<file path="src/rtl/cic_pkg.sv">
// Shared definitions for the CIC decimator sequencing controller.
//   - cic_state_t : controller phases (FLUSH -> SETTLE -> RUN)
//   - RATIO_W     : width of the CIC decimation_ratio input
//   - SAMPLE_W    : width of the CIC d_out sample
//   - CIC_DEFAULT_RATIO / CIC_MIN_RATIO : ratio loaded at reset / smallest
//     ratio the controller will ever hand to the CIC
package cic_pkg;

    localparam int RATIO_W  = 16;
    localparam int SAMPLE_W = 8;

    localparam logic [RATIO_W-1:0] CIC_DEFAULT_RATIO = 16'd8192;
    localparam logic [RATIO_W-1:0] CIC_MIN_RATIO     = 16'd4;

    typedef enum logic [1:0] {
        FLUSH  = 2'd0,
        SETTLE = 2'd1,
        RUN    = 2'd2
    } cic_state_t;

endpackage

</file>
<file path="src/rtl/cic_strobe_det.sv">
// Rising-edge detector for the CIC's decimated clock.
// Ports:
//   clk    : system clock
//   rst    : asynchronous active-low reset
//   d_clk  : CIC d_clk output (generated in the clk domain)
//   strobe : high for the single clk cycle in which d_clk is seen rising
// d_out changes on the same CIC edge as d_clk, so it is stable in the
// strobe cycle and can be captured directly by the consumer.
module cic_strobe_det (
    input  logic clk,
    input  logic rst,
    input  logic d_clk,
    output logic strobe
);

    logic d_clk_q;

    always_ff @(posedge clk or negedge rst) begin
        if (!rst) begin
            d_clk_q <= 1'b0;
        end else begin
            d_clk_q <= d_clk;
        end
    end

    assign strobe = d_clk & ~d_clk_q;

endmodule

</file>
<file path="src/rtl/cic_ctrl.sv">
// Sequencing controller for the 5-stage CIC decimator.
// Owns the CIC reset and ratio; on every (re)configuration it holds the CIC
// in reset to flush the integrators, discards the settling samples, and then
// forwards clean samples downstream.
// Ports:
//   clk, rst                 : system clock, asynchronous active-low reset
//   cfg_ratio/valid/ready    : host ratio request handshake
//   cfg_err                  : one-cycle pulse, request below MIN_RATIO
//   cic_rst, cic_ratio       : drive the CIC reset / decimation_ratio
//   cic_d_clk, cic_d_out     : CIC decimated clock and sample
//   out_data, out_valid      : forwarded sample, one-cycle strobe
//   locked                   : high while forwarding (RUN)
//   drop_cnt                 : samples discarded since last (re)configuration
module cic_ctrl
    import cic_pkg::*;
#(
    parameter logic [RATIO_W-1:0] DEFAULT_RATIO  = CIC_DEFAULT_RATIO,
    parameter logic [RATIO_W-1:0] MIN_RATIO      = CIC_MIN_RATIO,
    parameter int                 FLUSH_CYCLES   = 8,
    parameter int                 SETTLE_SAMPLES = 6
) (
    input  logic                       clk,
    input  logic                       rst,
    input  logic        [RATIO_W-1:0]  cfg_ratio,
    input  logic                       cfg_valid,
    output logic                       cfg_ready,
    output logic                       cfg_err,
    output logic                       cic_rst,
    output logic        [RATIO_W-1:0]  cic_ratio,
    input  logic                       cic_d_clk,
    input  logic signed [SAMPLE_W-1:0] cic_d_out,
    output logic signed [SAMPLE_W-1:0] out_data,
    output logic                       out_valid,
    output logic                       locked,
    output logic        [7:0]          drop_cnt
);

    localparam int FLUSH_W  = $clog2(FLUSH_CYCLES + 1);
    localparam int SETTLE_W = $clog2(SETTLE_SAMPLES + 1);
    localparam logic [FLUSH_W-1:0]  FLUSH_LAST  = FLUSH_W'(FLUSH_CYCLES - 1);
    localparam logic [SETTLE_W-1:0] SETTLE_LAST = SETTLE_W'(SETTLE_SAMPLES - 1);

    function automatic logic [7:0] sat_inc8(input logic [7:0] v);
        return (v == 8'hFF) ? v : v + 8'd1;
    endfunction

    cic_state_t          state;
    cic_state_t          state_nxt;
    logic [FLUSH_W-1:0]  flush_cnt;
    logic [SETTLE_W-1:0] settle_cnt;
    logic                strobe;
    logic                cfg_take;
    logic                ratio_ok;
    logic                req_ok;
    logic                req_bad;

    cic_strobe_det u_strobe_det (
        .clk    (clk),
        .rst    (rst),
        .d_clk  (cic_d_clk),
        .strobe (strobe)
    );

    // cic_rst decodes the state flop, so an async reset reaches the CIC
    // without waiting for a clock edge.
    assign cic_rst   = (state == FLUSH);
    assign locked    = (state == RUN);
    assign cfg_ready = (state == RUN);

    assign cfg_take = cfg_valid & cfg_ready;
    assign ratio_ok = (cfg_ratio >= MIN_RATIO);
    assign req_ok   = cfg_take & ratio_ok;
    assign req_bad  = cfg_take & ~ratio_ok;

    always_ff @(posedge clk or negedge rst) begin
        if (!rst) begin
            state <= FLUSH;
        end else begin
            state <= state_nxt;
        end
    end

    always_comb begin
        state_nxt = state;
        case (state)
            FLUSH:   if (flush_cnt == FLUSH_LAST) state_nxt = SETTLE;
            SETTLE:  if (strobe && (settle_cnt == SETTLE_LAST)) state_nxt = RUN;
            RUN:     if (req_ok) state_nxt = FLUSH;
            default: state_nxt = FLUSH;
        endcase
    end

    always_ff @(posedge clk or negedge rst) begin
        if (!rst) begin
            flush_cnt  <= '0;
            settle_cnt <= '0;
            drop_cnt   <= '0;
            cic_ratio  <= DEFAULT_RATIO;
            cfg_err    <= 1'b0;
            out_valid  <= 1'b0;
            out_data   <= '0;
        end else begin
            cfg_err   <= req_bad;
            out_valid <= 1'b0;
            case (state)
                FLUSH: begin
                    // Strobes are ignored here: the CIC is held in reset.
                    if (flush_cnt == FLUSH_LAST) begin
                        flush_cnt  <= '0;
                        settle_cnt <= '0;
                        drop_cnt   <= '0;
                    end else begin
                        flush_cnt <= flush_cnt + 1'b1;
                    end
                end
                SETTLE: begin
                    // The sample that completes settling is dropped as well.
                    if (strobe) begin
                        drop_cnt   <= sat_inc8(drop_cnt);
                        settle_cnt <= settle_cnt + 1'b1;
                    end
                end
                RUN: begin
                    // A sample arriving with an accepted request is still
                    // forwarded; the flush starts on the following cycle.
                    if (strobe) begin
                        out_data  <= cic_d_out;
                        out_valid <= 1'b1;
                    end
                    if (req_ok) begin
                        cic_ratio  <= cfg_ratio;
                        flush_cnt  <= '0;
                        settle_cnt <= '0;
                        drop_cnt   <= '0;
                    end
                end
                default: ;
            endcase
        end
    end

endmodule

</file>
<file path="config.mk">
export PLATFORM = sky130hd
export DESIGN_NAME = cic_ctrl
export DESIGN_NICKNAME = d
export VERILOG_FILES = /design/src/rtl/cic_pkg.sv /design/src/rtl/cic_strobe_det.sv /design/src/rtl/cic_ctrl.sv
export SDC_FILE = /design/constraint.sdc
export NUM_CORES = 1
export LEC_CHECK = 0
export ABC_AREA = 1
export CAP_MARGIN = 20
export CORE_MARGIN = 10
export CORE_UTILIZATION = 60
export CTS_CLUSTER_DIAMETER = 30
export DETAILED_ROUTE_END_ITERATION = 8
export DONT_BUFFER_PORTS = 1
export GPL_TIMING_DRIVEN = 0
export PLACE_DENSITY = 0.81
export SLEW_MARGIN = 5
export SYNTH_ARGS = -nofsm -noshare
export SYNTH_HDL_FRONTEND = slang
export SYNTH_SLANG_ARGS = --single-unit
</file>
<file path="constraint.sdc">
create_clock -name clk -period 1.4 [get_ports clk]
set_input_delay 0.14 -clock clk [delete_from_list [all_inputs] [get_ports clk]]
set_output_delay 0.14 -clock clk [all_outputs]
set_load 0.03 [all_outputs]
</file>
==> reports/metrics.csv, run 1 <==
metric,value,unit
status,"complete, but fails checks",
violations,setup timing,
finalCritPeriodShare,111,%
cts-root-buf,clkbuf_4,
grt_max_degree,45,
hold_viol_final,0,
core_area,3340,um^2
cts.reportedPaths.clkPinSlew,0.12,ns
period_minus_slack,1.56,ns
end_kind,flop,
avgRoutedWirePerCell,15.9,um
worst_path_dominant_cell_family,simple AND/OR/NAND/NOR gates,
post-route-drc-count,0,
die_h,78.6,um
syn-num-nets,285,
postSynthCellCount,253,
synth_xor_area_share,2.98,%
vdd_drop_max,905,uV
ys_types,24,
vias_per_cell,5.24,
startpoint_type,flop,
fin_ws,-0.155,ns
clock_path_buffers,2,
die_w,78.6,um
drt-initial-drc-count,126,
power_density,1250,nW/um^2
p_total,3.29,mW
crit_path_max_incr_delay,0.53,ns
layout.cells.non_filler,344,
die-area,6170,um^2
rsz0062_at_grt,true,
cp_cell_sequence,"ha_4, nand4_1, nand2_1, nor2_4, nand2_4, nand2_1, nand2_1",
grt_pass1_wl,8950,um
crit_slowest_cell,dfrtp_2,
routabilityCongestion,0.825,
finalSetupViolCount,9,
cts.sinks,44,
synth-compound-area-share,2.01,%
synth-simple-area-share,34.1,%
drv_slew,0,
dr.pass1.iters,4,
nets,329,
synth_warnings,0,
cp.arrival,1.81,ns
antenna_cells,0,
synthAdderAreaFrac,2.43,%
drt_wl_total,5480,um
syn_area,2060,um^2
cp.required,1.66,ns
crit_type,flop to flop,
max-slew-margin-rel,72.6,%
dpl.cell_count,299,
antenna_found_initial,0,
syn2layout_area_growth,27.5,%
ys_seq_area_share,53.6,%
cts_tree,built,
synthMuxAreaShare,0,%
track_usage,18.1,%
worst-path-max-fanout,8,
p_leak,1.32,nW
max_freq,643,MHz
drive_above_1_share,17.8,%
synth_top_family_by_area,simple AND/OR/NAND/NOR gates,
hp-class,input port to flop,
drv_cap,0,
initial_core_util,61.6,%
grt.overflow.total,0,
dp.final_hpwl,3300,um
cp_common_cell,nand2_1,
num_io_pins,65,
rows,21,
ant_nets,0,
cts-buffers-inserted,5,
htree_levels,2,
vias,1802,
synth_seq_cells,44,
critPathBufInv,0,
clkLatencyLatePin,0.36,ns
io_buffer_count,0,
syn_area_per_cell,8.13,um^2
worst_pin_slew,0.408,ns
finalSetupTns,-1.13,ns
fin_skew,0.00944,ns
grt_pass1_vias,1887,
## sequential cells by signal, indices dropped and copies added (netlist names)
register,count
cfg_err,1
state,2
drop_cnt,8
cic_ratio,16
flush_cnt,4
u_strobe_det.d_clk_q,1
out_data,8
settle_cnt,3
out_valid,1
## placed cells by master, fill, tap and decap left out, types with 2 or more instances in the layout
| master | Yosys | final |
|---|---|---|
| nand2_1 | 115 | 111 |
| dfrtp_1 | 43 | 33 |
| dlygate4sd3_1 | 0 | 27 |
| nor2_1 | 21 | 20 |
| nand3_1 | 18 | 17 |
| inv_1 | 13 | 13 |
| dfrtp_2 | 0 | 10 |
| buf_4 | 2 | 9 |
| clkbuf_4 | 0 | 6 |
| nand2_2 | 4 | 5 |
| xor2_1 | 5 | 5 |
| nand2_4 | 1 | 4 |
| nor2_4 | 2 | 4 |
| buf_6 | 1 | 4 |
| o21ai_1 | 4 | 4 |
| ha_1 | 4 | 3 |
| inv_4 | 0 | 2 |
| nor3_1 | 2 | 2 |
| nand4_1 | 2 | 2 |
| xnor2_1 | 2 | 2 |
| a21oi_1 | 2 | 2 |
## where the power goes
part	total [mW]	internal, mW	switching, mW
combinational	0.951	0.399	0.552
clock	0.609	0.194	0.415
sequential	1.73	1.44	0.291
## Yosys cell counts, drive strengths merged
| cell | n | area, um^2 |
|---|---|---|
| nand2 | 120 | 468 |
| dfrtp | 43 | 1080 |
| nor2 | 25 | 114 |
| nand3 | 18 | 90.1 |
| inv | 17 | 63.8 |
| buf | 5 | 36.3 |
| o21ai | 5 | 25.0 |
| xor2 | 5 | 43.8 |
| ha | 4 | 50.1 |
| a21oi | 2 | 10.0 |
| nand4 | 2 | 12.5 |
| nor3 | 2 | 10.0 |
| xnor2 | 2 | 17.5 |
| dfstp | 1 | 26.3 |
| nand3b | 1 | 7.51 |
| o22ai | 1 | 6.26 |
## worst min-delay path, cell delays in order
cell	delay (ns)
inv_1	0.03
nor2_1	0.05
nand3_1	0.08
o21ai_1	0.06
## timing repair
action,CTS,global route
cloned,0,0
gates resized for setup,12,17
endpoints found under the setup margin,13,28
pin swaps,4,5
hold buffers,28,0
endpoints found under the hold margin,70,0
buffers inserted,5,4
## path summary, 6_finish.rpt
check	start	end	slack, ns	cells past startpoint
max in group asynchronous	rst	cic_ratio[13]	0.90	2
min reg2reg	settle_cnt[1]	settle_cnt[1]	0.54	2
max reg2reg	drop_cnt[0]	drop_cnt[6]	-0.16	7
min in group asynchronous	rst	cic_ratio[2]	0.24	2
min	cic_d_clk	state[1]	0.02	4
max	drop_cnt[0]	drop_cnt[6]	-0.16	7
## final cells by class
cell class | instances | area [um^2]
timing repair buffer | 37 | 358
inverter | 17 | 76.3
multi-input combinational | 187 | 910
fill | 213 | 714
sequential | 44 | 1110
tap | 46 | 57.6
buffer | 5 | 52.6
clock inverter | 2 | 12.5
clock buffer | 6 | 41.3
## metrics by stage
| step | hold slack, ns | instance area, um^2 | setup slack [ns] | utilization, % |
|---|---|---|---|---|
| final | 0.0250 | 2620 | -0.155 | 78.6 |
| after floorplan | -0.156 | 2080 | 0.0251 | - |
| after global routing | 0.0312 | 2620 | -0.239 | 78.6 |
| after global placement | -0.154 | 2130 | -0.123 | 64.0 |
| after detailed placement | -0.155 | 2130 | -0.151 | 64.0 |
| after CTS | 0.0168 | 2540 | -0.0787 | 76.2 |
## per-layer routing
layer | routed length [um] | vias up | track usage, %
met5 | 0 | - | 0
met4 | 101 | 0 | 9.14
met3 | 562 | 12 | 8.88
met2 | 2840 | 64 | 31.8
met1 | 1980 | 854 | 17.2
li1 | - | 872 | -
## logic make-up after synthesis
group,Yosys count
and+or+nand+nor,168
DFF,44
buffers and inverters,22
AOI/OAI and AO/OA,8
xor gates and xnor gates,7
adders and majority gates,4
Power figures use the tool's default switching activity.
==> run 2, diff against run 1 <==
- CORE_MARGIN: 10 -> 2
==> run 2 against run 1 <==
Against the previous run:
- the flow still finishes with violations (setup timing)
- via count rose by 1.4%
- critical path depth did not move
- combinational power rose by 6%
- worst setup slack improved by 0.035 ns
- cell count rose by 2.0%
- critical path type unchanged
- highest routed layer unchanged
==> reports/metrics.csv, run 2 (synthesis gave the netlist of run 1 again) <==
metric,value,unit,change
cts-root-buf,clkbuf_4,,unchanged
grt_max_degree,45,,unchanged
nets,336,,was 329
drt-initial-drc-count,88,,was 126
clkLatencyLatePin,0.36,ns,about the same
drt_wl_total,5070,um,was 5480 um
period_minus_slack,1.52,ns,was 1.56 ns
max-slew-margin-rel,76.5,%,was 72.6%
crit_type,flop to flop,,unchanged
dp.final_hpwl,2750,um,was 3300 um
vias_per_cell,5.21,,was 5.24
finalSetupTns,-0.799,ns,was -1.13 ns
vias,1827,,was 1802
grt_pass1_wl,8220,um,was 8950 um
drive_above_1_share,20.3,%,was 17.8%
cts-buffers-inserted,5,,unchanged
switching_share,37.6,%,was 38.3%
timing.hold.ws,0.0423,ns,was 0.0250 ns
dp_slack,-0.149,ns,was -0.151 ns
fin_skew,0.0175,ns,was 0.00944 ns
drv_slew,0,,unchanged
power.share.combinational,30.2,%,was 28.9%
most-common-layout-cells,"111 x nand2_1, 33 x dfrtp_1, 27 x dlygate4sd3_1",,unchanged
utilization,81.0,%,was 78.6%
power_switching,1.25,mW,was 1.26 mW
track_usage,26.9,%,was 18.1%
final_common_cell,nand2_1,,unchanged
cts.sinks,44,,unchanged
p_int,2.08,mW,was 2.03 mW
die_w,62.6,um,was 78.6 um
pwr-share-seq,52.2,%,was 52.5%
die-area,3910,um^2,was 6170 um^2
clock_path_buffers,2,,unchanged
cp.arrival,1.77,ns,was 1.81 ns
power_density,1240,nW/um^2,was 1250 nW/um^2
worst_pin_slew,0.352,ns,was 0.408 ns
io_buffer_count,0,,unchanged
cts.reportedPaths.clkPinSlew,0.11,ns,was 0.12 ns
startpoint_type,flop,,unchanged
largest_register,cic_ratio,,unchanged
end_kind,flop,,unchanged
status,"complete, but fails checks",,unchanged
grt_pass1_vias,1791,,was 1887
antenna_found_initial,0,,unchanged
hp-class,input port to flop,,unchanged
core_area,3310,um^2,was 3340 um^2
rows,21,,unchanged
worst-path-max-fanout,8,,unchanged
max_freq,658,MHz,was 643 MHz
num_io_pins,65,,unchanged
cts_tree,built,,unchanged
initial_core_util,62.1,%,was 61.6%
htree_levels,2,,unchanged
fin_ws,-0.120,ns,was -0.155 ns
grt.overflow.total,0,,unchanged
routabilityCongestion,0.766,,was 0.825
layout.cells.non_filler,351,,was 344
ant_nets,0,,unchanged
largest_reg_flops,16,,unchanged
p_leak,1.36,nW,was 1.32 nW
antenna_cells,0,,unchanged
finalSetupViolCount,9,,unchanged
vdd_drop_max,816,uV,was 905 uV
avgRoutedWirePerCell,14.4,um,was 15.9 um
post-route-drc-count,0,,unchanged
finalCritPeriodShare,109,%,was 111%
hold_viol_final,0,,unchanged
violations,setup timing,,unchanged
die_h,62.6,um,was 78.6 um
cp.required,1.65,ns,was 1.66 ns
rsz0062_at_grt,true,,unchanged
syn2layout_area_growth,30.4,%,was 27.5%
dr.pass1.iters,4,,unchanged
drv_cap,0,,unchanged
dpl.cell_count,299,,unchanged
reg.largest.list,"cic_ratio x16, drop_cnt x8, out_data x8",,unchanged
clkPwrFrac,17.6,%,was 18.5%
[run 2: cell types whose count changed in the layout (fill, tap and decap cells not counted), sizes merged]
cell and change:
clkinvlp -1, buf +8
[run 2: worst max-delay path, cell delays in order, from the launching register on]
cell	delay [ns]
dfrtp_2	0.53
ha_4	0.20
nand4_1	0.11
nand2_1	0.10
nor2_4	0.20
nand2_4	0.12
nand2_1	0.09
nand2_1	0.06
[run 2: through the flow]
stage          total power [mW]  cell area (um^2)
6_report                   3.33              2680
3_5_place_dp               2.41              2130
4_1_cts                    3.19              2560
3_3_place_gp               2.39              2130
5_1_grt                    3.55              2680
2_1_floorplan              2.26              2080
[run 2: layer usage]
layer	share of wire [%]	global-route usage, %	up-vias
met4	3.1	11.7	0
met3	6.1	6.31	19
li1	-	-	887
met1	40	32.2	850
met2	51	46.5	71
met5	0	0	-
[run 2: final cells by class]
class / count / area [um^2]
Sequential cell: 44 / 1110
Multi-Input combinational cell: 187 / 922
Fill cell: 226 / 629
Timing Repair Buffer: 44 / 410
Inverter: 17 / 76.3
Tap cell: 46 / 57.6
Buffer: 5 / 50.0
Clock buffer: 7 / 45.0
Clock inverter: 1 / 5.00
[run 2: power by group through the flow]
stage	combinational [mW]	sequential, mW	clock [mW]
after global routing	1.13	1.77	0.657
after detailed placement	0.664	1.75	0
after floorplan	0.551	1.71	0
after global placement	0.647	1.74	0
final	1.01	1.74	0.585
after CTS	0.882	1.71	0.594
[run 2: timing repair]
| action | in CTS | in global routing |
|---|---|---|
| setup buffers | 6 | 10 |
| cloned | 0 | 0 |
| setup endpoints to repair | 12 | 35 |
| pin swaps | 5 | 8 |
| endpoints found under the hold margin | 70 | 0 |
| resized for setup | 14 | 18 |
| hold buffers | 28 | 0 |
[run 2: final timing paths]
check / startpoint / to / slack [ns] / cells past startpoint
max: drop_cnt[0] / drop_cnt[3] / -0.12 / 7
min: cic_d_clk / state[1] / 0.04 / 4
max reg2reg: drop_cnt[0] / drop_cnt[3] / -0.12 / 7
min reg2reg: settle_cnt[1] / settle_cnt[1] / 0.51 / 2
max in group asynchronous: rst / cic_ratio[13] / 0.89 / 2
min in group asynchronous: rst / cic_ratio[6] / 0.24 / 2
==> run 3, diff against run 2 <==
- ABC_AREA: 1 -> not set
- HOLD_SLACK_MARGIN: not set -> 0.1
==> run 3 against run 2 <==
Against the previous run:
- the run ends with hold timing, setup timing left
- critical path depth down 1
- sequential power up 21%
- clock skew down 0.0014 ns
- critical path type unchanged
- largest cell class unchanged
- largest power group unchanged
==> reports/metrics.csv, run 3 <==
metric,value,unit,change
status,"complete, but fails checks",,unchanged
violations,"hold timing, setup timing",,was setup timing
switching_share,40.3,%,was 37.6%
syn2layout_area_growth,32.6,%,was 30.4%
final_common_cell,dfrtp_1,,was nand2_1
drv_cap,0,,unchanged
syn_area_per_cell,12.1,um^2,was 8.13 um^2
multi_input_area,976,um^2,was 922 um^2
nFillCells,161,,was 226
clock_path_buffers,2,,unchanged
max_freq,601,MHz,was 658 MHz
hold_viol_final,12,,was 0
core_area,3100,um^2,was 3310 um^2
avgRoutedWirePerCell,22.0,um,was 14.4 um
ys_top_cells_by_count,"43 x dfrtp_1, 24 x mux2_2, 13 x nand2_1, 9 x o21ai_0, 7 x o21ai_1",,"was 115 x nand2_1, 43 x dfrtp_1, 21 x nor2_1, 18 x nand3_1, 13 x inv_1"
nets,232,,was 336
power.share.combinational,30.6,%,was 30.2%
synthAdderAreaFrac,2.53,%,was 2.43%
largest_register,cic_ratio,,unchanged
timing.hold.ws,-0.0856,ns,was 0.0423 ns
synth_top_flop_cell,dfrtp_1,,unchanged
dp.final_hpwl,2820,um,was 2750 um
most-common-layout-cells,"34 x dfrtp_1, 15 x mux2_2, 15 x dlygate4sd3_1",,"was 111 x nand2_1, 33 x dfrtp_1, 27 x dlygate4sd3_1"
synth.most_common_cell,dfrtp_1,,was nand2_1
drt-initial-drc-count,198,,was 88
max-slew-margin-rel,70.2,%,was 76.5%
num_io_pins,65,,unchanged
fin_area,2620,um^2,was 2680 um^2
cts.sinks,44,,unchanged
ys_types,37,,was 24
p_int,2.51,mW,was 2.08 mW
clkPwrFrac,19.2,%,was 17.6%
antenna_found_initial,0,,unchanged
die-area,3770,um^2,was 3910 um^2
p_leak,1.18,nW,was 1.36 nW
reg.largest.list,"cic_ratio x16, drop_cnt x8, out_data x8",,unchanged
syn_area,1980,um^2,was 2060 um^2
hold_buffers,16,,was 28
finalSetupTns,-5.58,ns,was -0.799 ns
synth_warnings,0,,unchanged
synth_area_leaders,"dfrtp_1 54%, mux2_2 14%, ha_1 2.5%",,"was dfrtp_1 52%, nand2_1 21%, nand3_1 4.4%"
drv_slew,0,,unchanged
rsz0062_at_grt,true,,unchanged
vdd_drop_max,984,uV,was 816 uV
yosysTopAreaCellShare,54.4,%,was 52.3%
hp-class,input port to flop,,unchanged
crit_type,flop to flop,,unchanged
synth_top_family_by_area,simple AND/OR/NAND/NOR gates,,unchanged
synth-edff-count,0,,unchanged
track_usage,25.1,%,was 26.9%
rows,20,,was 21
synth_xor_area_share,0.443,%,was 2.98%
grt_max_degree,45,,unchanged
yosysTopAreaCell,dfrtp_1,,unchanged
syn-num-nets,196,,was 285
initial_core_util,63.7,%,was 62.1%
clkLatencyLatePin,0.37,ns,was 0.36 ns
highest_layer,met4,,unchanged
startpoint_type,flop,,unchanged
routabilityCongestion,0.881,,was 0.766
drive_above_1_share,43.3,%,was 20.3%
finalSetupViolCount,41,,was 9
synthMuxAreaShare,13.7,%,was 0%
die_w,61.4,um,was 62.6 um
end_kind,flop,,unchanged
postPlaceCellArea,2070,um^2,was 2130 um^2
met3_wirelength,456,um,was 310 um
htree_levels,2,,unchanged
period_minus_slack,1.67,ns,was 1.52 ns
dr.pass1.iters,4,,unchanged
cts-buffers-inserted,5,,unchanged
cts.reportedPaths.clkPinSlew,0.14,ns,was 0.11 ns
synth-simple-area-share,13.9,%,was 34.1%
grt_pass1_wl,6740,um,was 8220 um
wl_met1,2070,um,was 2010 um
power_switching,1.69,mW,was 1.25 mW
wl_met2,2770,um,was 2590 um
seqCellArea,1110,um^2,about the same
io_buffer_count,0,,unchanged
cp.required,1.69,ns,was 1.65 ns
die_h,61.4,um,was 62.6 um
antenna_cells,0,,unchanged
vias,1548,,was 1827
post-route-drc-count,0,,unchanged
fin_ws,-0.265,ns,was -0.120 ns
vias_per_cell,6.32,,was 5.21
grt.overflow.total,0,,unchanged
worst-path-max-fanout,8,,unchanged
cts_tree,built,,unchanged
ys_seq_area_share,55.7,%,was 53.6%
async_reset_ff_share,100,%,unchanged
power_density,1600,nW/um^2,was 1240 nW/um^2
largest_reg_flops,16,,unchanged
ant_nets,0,,unchanged
synth-compound-area-share,10.7,%,was 2.01%
fin_skew,0.0161,ns,was 0.0175 ns
pwr-share-seq,50.2,%,was 52.2%
postSynthCellCount,164,,was 253
synth_seq_cells,44,,unchanged
finalCritPeriodShare,119,%,was 109%
cp.arrival,1.95,ns,was 1.77 ns
cts-root-buf,clkbuf_4,,unchanged
worst_pin_slew,0.448,ns,was 0.352 ns
grt_pass1_vias,1476,,was 1791
drt_wl_total,5380,um,was 5070 um
## run 3: cell types whose count changed after synthesis, moves of 4 or more
| cell | previous run | this run |
|---|---|---|
| nand2_2 | 4 | 0 |
| nand3_1 | 18 | 5 |
| mux2_2 | 0 | 24 |
| inv_2 | 4 | 0 |
| xor2_1 | 5 | 1 |
| nand2_1 | 115 | 13 |
| o21ai_0 | 1 | 9 |
| a31oi_1 | 0 | 6 |
| inv_1 | 13 | 3 |
| nor2_1 | 21 | 5 |
## run 3: cells by family after synthesis
group / after synthesis
buffers and inverters: 11
and+or+nand+nor: 47
adders and majority gates: 4
DFF: 44
AOI/OAI and AO/OA: 33
xor gates and xnor gates: 1
muxes: 24
## run 3: worst max-delay path: stages (launching register included)
cell     delay [ns]
dfrtp_2        0.47
nor2_4         0.38
nand2_4        0.10
a32oi_4        0.29
buf_4          0.18
o21ai_1        0.07
o21ai_0        0.10
## run 3: worst paths after layout
| check | start | to | slack [ns] | cells past startpoint |
|---|---|---|---|---|
| setup / recovery | state[1] | drop_cnt[6] | -0.27 | 6 |
| hold / removal | cfg_ratio[12] | cic_ratio[12] | -0.09 | 1 |
| setup reg to reg | state[1] | drop_cnt[6] | -0.27 | 6 |
| hold reg to reg | settle_cnt[2] | settle_cnt[2] | 0.50 | 1 |
| max in group asynchronous | rst | cic_ratio[13] | 0.92 | 2 |
| min in group asynchronous | rst | drop_cnt[2] | 0.21 | 2 |
## run 3: area by class of cell
type	count	share of cell area (%)
Sequential cell	44	42.4
Inverter	3	0.429
Timing Repair Buffer	29	11.4
Multi-Input combinational cell	109	37.2
Buffer	8	3.39
Clock inverter	3	1.62
Tap cell	44	2.10
Clock buffer	5	1.43
## run 3: through the flow
stage	hold slack, ns	setup WS (ns)	utilization [%]	total power [mW]	cells
3_5_place_dp	-0.155	-0.286	66.7	2.87	208
6_report	-0.0856	-0.265	84.6	4.20	245
5_1_grt	-0.110	-0.310	84.6	4.36	245
4_1_cts	-0.0887	-0.145	79.1	3.88	239
2_1_floorplan	-0.156	-0.0576	-	2.65	164
3_3_place_gp	-0.155	-0.207	66.7	2.78	208
## run 3: layer usage
metal  GRT usage (%)  vias up
met4            7.90        0
met3            7.98       14
met1            30.1      773
li1                -      667
met5               0        -
met2            43.3       94
## run 3: what timing repair did
item                                    CTS  global route
pin swaps                                 9             3
cloned                                    1             1
hold endpoints to repair                 74            14
endpoints found under the setup margin   39            42
resized for setup                        27            29
buffers inserted                          6             5
## run 3: power groups by stage
stage	registers, mW	logic, mW	clock network [mW]
after floorplan	2.00	0.651	0
after global placement	2.04	0.737	0
after detailed placement	2.07	0.794	0
after CTS	2.05	1.03	0.795
after global routing	2.13	1.37	0.863
final	2.11	1.29	0.807
